[src/rtl/instr_fetch_unit.sv]
// Instruction fetch unit: owns the PC, fetches one word per IRWrite edge over a req/ack
// handshake and latches it into the instruction register for the main controller.
module instr_fetch_unit #(
  parameter int unsigned       XLEN         = 32,
  parameter int unsigned       OPCODE_WIDTH = 7,
  parameter logic [XLEN-1:0]   RESET_PC     = '0,
  parameter logic [XLEN-1:0]   NOP_INSTR    = XLEN'(32'h13),
  parameter int unsigned       MEM_TIMEOUT  = 15
) (
  input  logic                    i_clk,
  input  logic                    i_rst,
  input  logic                    i_pc_write,
  input  logic                    i_ir_write,
  input  logic [XLEN-1:0]         i_pc_next,
  output logic                    o_mem_req,
  output logic [XLEN-1:0]         o_mem_addr,
  input  logic [XLEN-1:0]         i_mem_rdata,
  input  logic                    i_mem_ack,
  output logic [XLEN-1:0]         o_pc,
  output logic [XLEN-1:0]         o_instr,
  output logic [OPCODE_WIDTH-1:0] o_op_code,
  output logic                    o_instr_valid,
  output logic                    o_fetch_busy,
  output logic                    o_fetch_fault,
  output logic                    o_misalign_fault
);

  localparam int unsigned CntW = 4;

  typedef enum logic [0:0] {
    StIdle,
    StReq
  } state_e;

  state_e            r_state, w_state_next;
  logic              r_irw_d;
  logic [CntW-1:0]   r_cnt, w_cnt_next;
  logic              r_mem_req, w_mem_req_next;
  logic [XLEN-1:0]   r_mem_addr, w_mem_addr_next;
  logic [XLEN-1:0]   r_instr, w_instr_next;
  logic              r_instr_valid, w_instr_valid_next;
  logic              r_fetch_fault, w_fetch_fault_next;
  logic [XLEN-1:0]   r_pc, w_pc_next;
  logic              r_misalign, w_misalign_next;

  logic              w_start;
  logic              w_timeout;

  // The controller holds IRWrite for several states; only its rising edge starts a fetch.
  assign w_start   = i_ir_write & ~r_irw_d;
  assign w_timeout = (r_cnt == CntW'(MEM_TIMEOUT));

  always_ff @(posedge i_clk) begin
    if (i_rst) begin
      r_state       <= StIdle;
      r_irw_d       <= 1'b0;
      r_cnt         <= '0;
      r_mem_req     <= 1'b0;
      r_mem_addr    <= RESET_PC;
      r_instr       <= NOP_INSTR;
      r_instr_valid <= 1'b0;
      r_fetch_fault <= 1'b0;
      r_pc          <= RESET_PC;
      r_misalign    <= 1'b0;
    end else begin
      r_state       <= w_state_next;
      r_irw_d       <= i_ir_write;
      r_cnt         <= w_cnt_next;
      r_mem_req     <= w_mem_req_next;
      r_mem_addr    <= w_mem_addr_next;
      r_instr       <= w_instr_next;
      r_instr_valid <= w_instr_valid_next;
      r_fetch_fault <= w_fetch_fault_next;
      r_pc          <= w_pc_next;
      r_misalign    <= w_misalign_next;
    end
  end

  always_comb begin
    w_state_next       = r_state;
    w_cnt_next         = r_cnt;
    w_mem_req_next     = r_mem_req;
    w_mem_addr_next    = r_mem_addr;
    w_instr_next       = r_instr;
    w_instr_valid_next = 1'b0;
    w_fetch_fault_next = r_fetch_fault;

    unique case (r_state)
      StIdle: begin
        // Captures the PC before any same-cycle PCWrite takes effect.
        if (w_start) begin
          w_state_next    = StReq;
          w_mem_req_next  = 1'b1;
          w_mem_addr_next = r_pc;
          w_cnt_next      = '0;
        end
      end
      StReq: begin
        if (i_mem_ack) begin
          w_instr_next       = i_mem_rdata;
          w_instr_valid_next = 1'b1;
          w_mem_req_next     = 1'b0;
          w_state_next       = StIdle;
        end else if (w_timeout) begin
          w_fetch_fault_next = 1'b1;
          w_mem_req_next     = 1'b0;
          w_state_next       = StIdle;
        end else begin
          w_cnt_next = r_cnt + CntW'(1);
        end
      end
    endcase
  end

  // PC updates in any state; an in-flight fetch keeps its captured address.
  always_comb begin
    w_pc_next       = r_pc;
    w_misalign_next = r_misalign;
    if (i_pc_write) begin
      w_pc_next = {i_pc_next[XLEN-1:2], 2'b00};
      if (i_pc_next[1:0] != 2'b00) begin
        w_misalign_next = 1'b1;
      end
    end
  end

  assign o_mem_req        = r_mem_req;
  assign o_mem_addr       = r_mem_addr;
  assign o_pc             = r_pc;
  assign o_instr          = r_instr;
  assign o_op_code        = r_instr[OPCODE_WIDTH-1:0];
  assign o_instr_valid    = r_instr_valid;
  assign o_fetch_busy     = (r_state == StReq);
  assign o_fetch_fault    = r_fetch_fault;
  assign o_misalign_fault = r_misalign;

endmodule
[config.mk]
export PLATFORM = sky130hd
export DESIGN_NAME = instr_fetch_unit
export DESIGN_NICKNAME = d
export VERILOG_FILES = /design/src/rtl/instr_fetch_unit.sv
export SDC_FILE = /design/constraint.sdc
export NUM_CORES = 1
export LEC_CHECK = 0
export ABC_AREA = 1
export CAP_MARGIN = 10
export CORE_ASPECT_RATIO = 0.9
export CORE_MARGIN = 10
export CORE_UTILIZATION = 45
export CTS_BUF_LIST = sky130_fd_sc_hd__clkbuf_4 sky130_fd_sc_hd__clkbuf_8 sky130_fd_sc_hd__clkbuf_16
export CTS_CLUSTER_SIZE = 12
export DETAILED_ROUTE_END_ITERATION = 10
export PLACE_DENSITY = 0.95
export SYNTH_ARGS = -nofsm -noshare
export SYNTH_HDL_FRONTEND = slang
export SYNTH_SLANG_ARGS = --single-unit
[constraint.sdc]
create_clock -name i_clk -period 2.35 [get_ports i_clk]
set_clock_uncertainty 0.1 [all_clocks]
set_input_delay 0.705 -clock i_clk [delete_from_list [all_inputs] [get_ports i_clk]]
set_output_delay 0.705 -clock i_clk [all_outputs]
set_load 0.005 [all_outputs]
==> flow_summary_export.csv, run 1 <==
group,metric,value,unit
outcome,status,"complete, no violations",
global_routing,grt_pass1_wl,18400,microns
clocking,root_buffer,"clkbuf_8",
global_routing,antenna_found_initial,0,
worst_setup_path,crit_path_cell_trace,"clkdlybuf4s50_1",
yosys,yosysWarningCount,0,
timing,finalMaxSlewViolations,0,
clocking,clk_latency,0.35,ns
finish,fin_cells,749,
finish,nets,695,
timing,fmax,0.471,GHz
yosys,synth-edff-count,0,
yosys,ys.flop_type,"dfxtp_1",
yosys,netlist_area,3950,sq um
drt,drc,0,
place,dpl_cell_area,5640,sq um
yosys,yosys-top-cells-count,"nor2_1, dfxtp_1, o21ai_0",
drt,drt_iter0_drc,164,
yosys,yosysTopAreaCell,"dfxtp_1",
place,io_buffers,172,
finish,diodes,0,
timing,setup_violations,0,
floorplanning,rows,32,
drt,vias,3595,
worst_setup_path,crit_path_max_incr_delay,0.55,ns
finish,fillers,684,
timing,fin_setup_tns,0,ns
place,dp_slack,0.148,ns
clocking,cts_setup_buffers,0,
timing,fin_crit,2.12,ns
finish,drive_gt1_frac,0.114,
clocking,h-tree-depth,3,
power_and_ir_drop,ir_drop,0.000423,V
power_and_ir_drop,p_leak,2.24,nW
worst_setup_path,critPathLaunchType,"flip-flop",
clocking,cts.sinks,102,
job,maxCapViolations,0,
drt,drt_pass1_iterations,7,
yosys,syn_inst,471,
worst_setup_path,slowest_stage,"clkdlybuf4s50_1",
place,dpl.hpwl,8760,microns
yosys,synth_cell_type_count,25,
drt,vias_per_cell,4.80,
floorplanning,start_util,0.461,
clocking,clk_pin_slew,0.09,ns
timing,finalHoldViolCount,0,
yosys,ys_ff_latch,102,
worst_setup_path,path_buf_inv,1,
yosys,synth.avg_cell_area,8.39,sq um
global_routing,grt_max_degree,49,
finish,syn_to_final_growth,47.9,%
floorplanning,die_area,12900,sq um
clocking,numCtsBuffers,9,
global_routing,grt_overflow,0,
power_and_ir_drop,power,3.72,mW
drt,wl_per_cell,15.4,microns
drt,antenna_left,0,
timing,fin_crit_sh,0.903,
hold_path,hp-class,"reg2reg",
place,dpl.cell_count,733,
worst_setup_path,critPathTopFamily,"buffers and inverters",
floorplanning,core-area,8570,sq um
yosys,synth.yosys.seq_area_share,0.517,
worst_setup_path,cp.arrival,1.32,ns
drt,drt-total-wl,11500,microns
worst_setup_path,worst_setup_path_end_kind,"output pin",
floorplanning,ioPinCount,177,
timing,setup_ws,0.228,ns
clocking,cts_resized,0,
yosys,yosys-top-cells-area,"dfxtp_1, nor2_1, o21ai_0",
global_routing,grt_pass1_vias,3615,
power_and_ir_drop,powerDensity,637,nW/um^2
global_routing,grt.total_usage,0.173,
yosys,async_flop_share,0,
worst_setup_path,crit_type,"reg2out",
clocking,cts_tree,"done",
place,place.gp.congestion,0.791,
timing,rsz0062_at_grt,"no",
clocking,cts.path.max_buffers,2,
worst_setup_path,crit_required,1.54,ns
floorplanning,die_y,109,microns
clocking,holdBufCountCts,0,
floorplanning,die_w,119,microns
yosys,synth.top_cell.area_share,0.517,
worst_setup_path,path_max_fanout,4,
yosys,synth_most_common_cell,"nor2_1",
finish,stdcell_area,5840,sq um
through the flow:
step                 util  hold WS, ns
floorplan               -        0.340
global placement    0.658        0.332
detailed placement  0.658        0.341
CTS                 0.682        0.355
global route        0.682        0.378
finish              0.682        0.352
cell type report:
type,instances,area [sq um],area share
clock inverters,5,58.8,0.0101
multi-input cells,289,1440,0.246
clock buffers,11,145,0.0248
flip-flops and latches,102,2040,0.349
well taps,119,149,0.0255
inverters,42,159,0.0272
repair buffers,181,1850,0.317
cell families (layout without fill, tap and decap cells):
kind of cell	Yosys count	count (layout)	share of synthesized area
buf+inv	83	239	0.122
other cells	1	4	0.000949
compound gates	127	127	0.199
flops	102	102	0.517
simple gates	157	157	0.158
fa+ha+maj	1	1	0.00317
layer usage:
layer	wire, microns	global-route usage	part of all wire	vias to the layer above
met5	0	0	0	-
met4	100	0.0462	0.0087	0
met3	1140	0.0801	0.099	10
met2	5410	0.294	0.47	140
met1	4870	0.192	0.42	1660
li1	-	-	-	1785
cell usage in the layout, fill, tap and decap left out, drive strengths merged:
cell | synthesis | final
conb | 1 | 4
nand4 | 1 | 1
clkbuf | 8 | 11
a21oi | 35 | 35
nor3 | 1 | 1
inv | 41 | 41
o21ai | 92 | 92
nand3 | 9 | 9
nand3b | 1 | 1
clkinvlp | 0 | 2
dfxtp | 102 | 102
clkdlybuf4s50 | 0 | 172
buf | 33 | 9
nor2 | 127 | 127
ha | 1 | 1
bufinv | 0 | 1
clkinv | 1 | 3
nand2 | 18 | 18
worst paths after layout:
| kind | startpoint | slack (ns) | depth (start not counted) | end |
|---|---|---|---|---|
| max reg2reg | o_fetch_busy | 0.85 | 5 | o_mem_addr[27] |
| max | o_fetch_busy | 0.23 | 1 | o_fetch_busy |
| min reg2reg | o_mem_addr[28] | 0.35 | 2 | o_mem_addr[28] |
| min | o_mem_addr[28] | 0.35 | 2 | o_mem_addr[28] |
flip-flops by register name (all words and copies together) (netlist names):
signal	cells
o_instr_valid	1
o_mem_addr	30
o_misalign_fault	1
o_fetch_busy	1
r_irw_d	1
r_cnt	4
o_mem_req	1
o_pc	30
o_fetch_fault	1
o_instr	32
report_power, final:
group,internal [mW],leakage (nW),switching [mW],total (mW)
logic,0.399,1.30,0.287,0.686
clock network,0.534,0.0990,0.580,1.11
registers,1.84,0.840,0.0768,1.92
total,2.78,2.24,0.944,3.72
Note: power is estimated with default switching activity, not from simulation.
==> run 2, diff against run 1 <==
--- a/config.mk
+++ b/config.mk
@@ -11,6 +11,7 @@
 export CORE_MARGIN = 10
 export CORE_UTILIZATION = 45
 export CTS_BUF_LIST = sky130_fd_sc_hd__clkbuf_4 sky130_fd_sc_hd__clkbuf_8 sky130_fd_sc_hd__clkbuf_16
+export CTS_CLUSTER_DIAMETER = 150
 export CTS_CLUSTER_SIZE = 12
 export DETAILED_ROUTE_END_ITERATION = 10
 export PLACE_DENSITY = 0.95
==> results of run 2 <==
Final layout, timing and power as in run 1 (identical DEF).
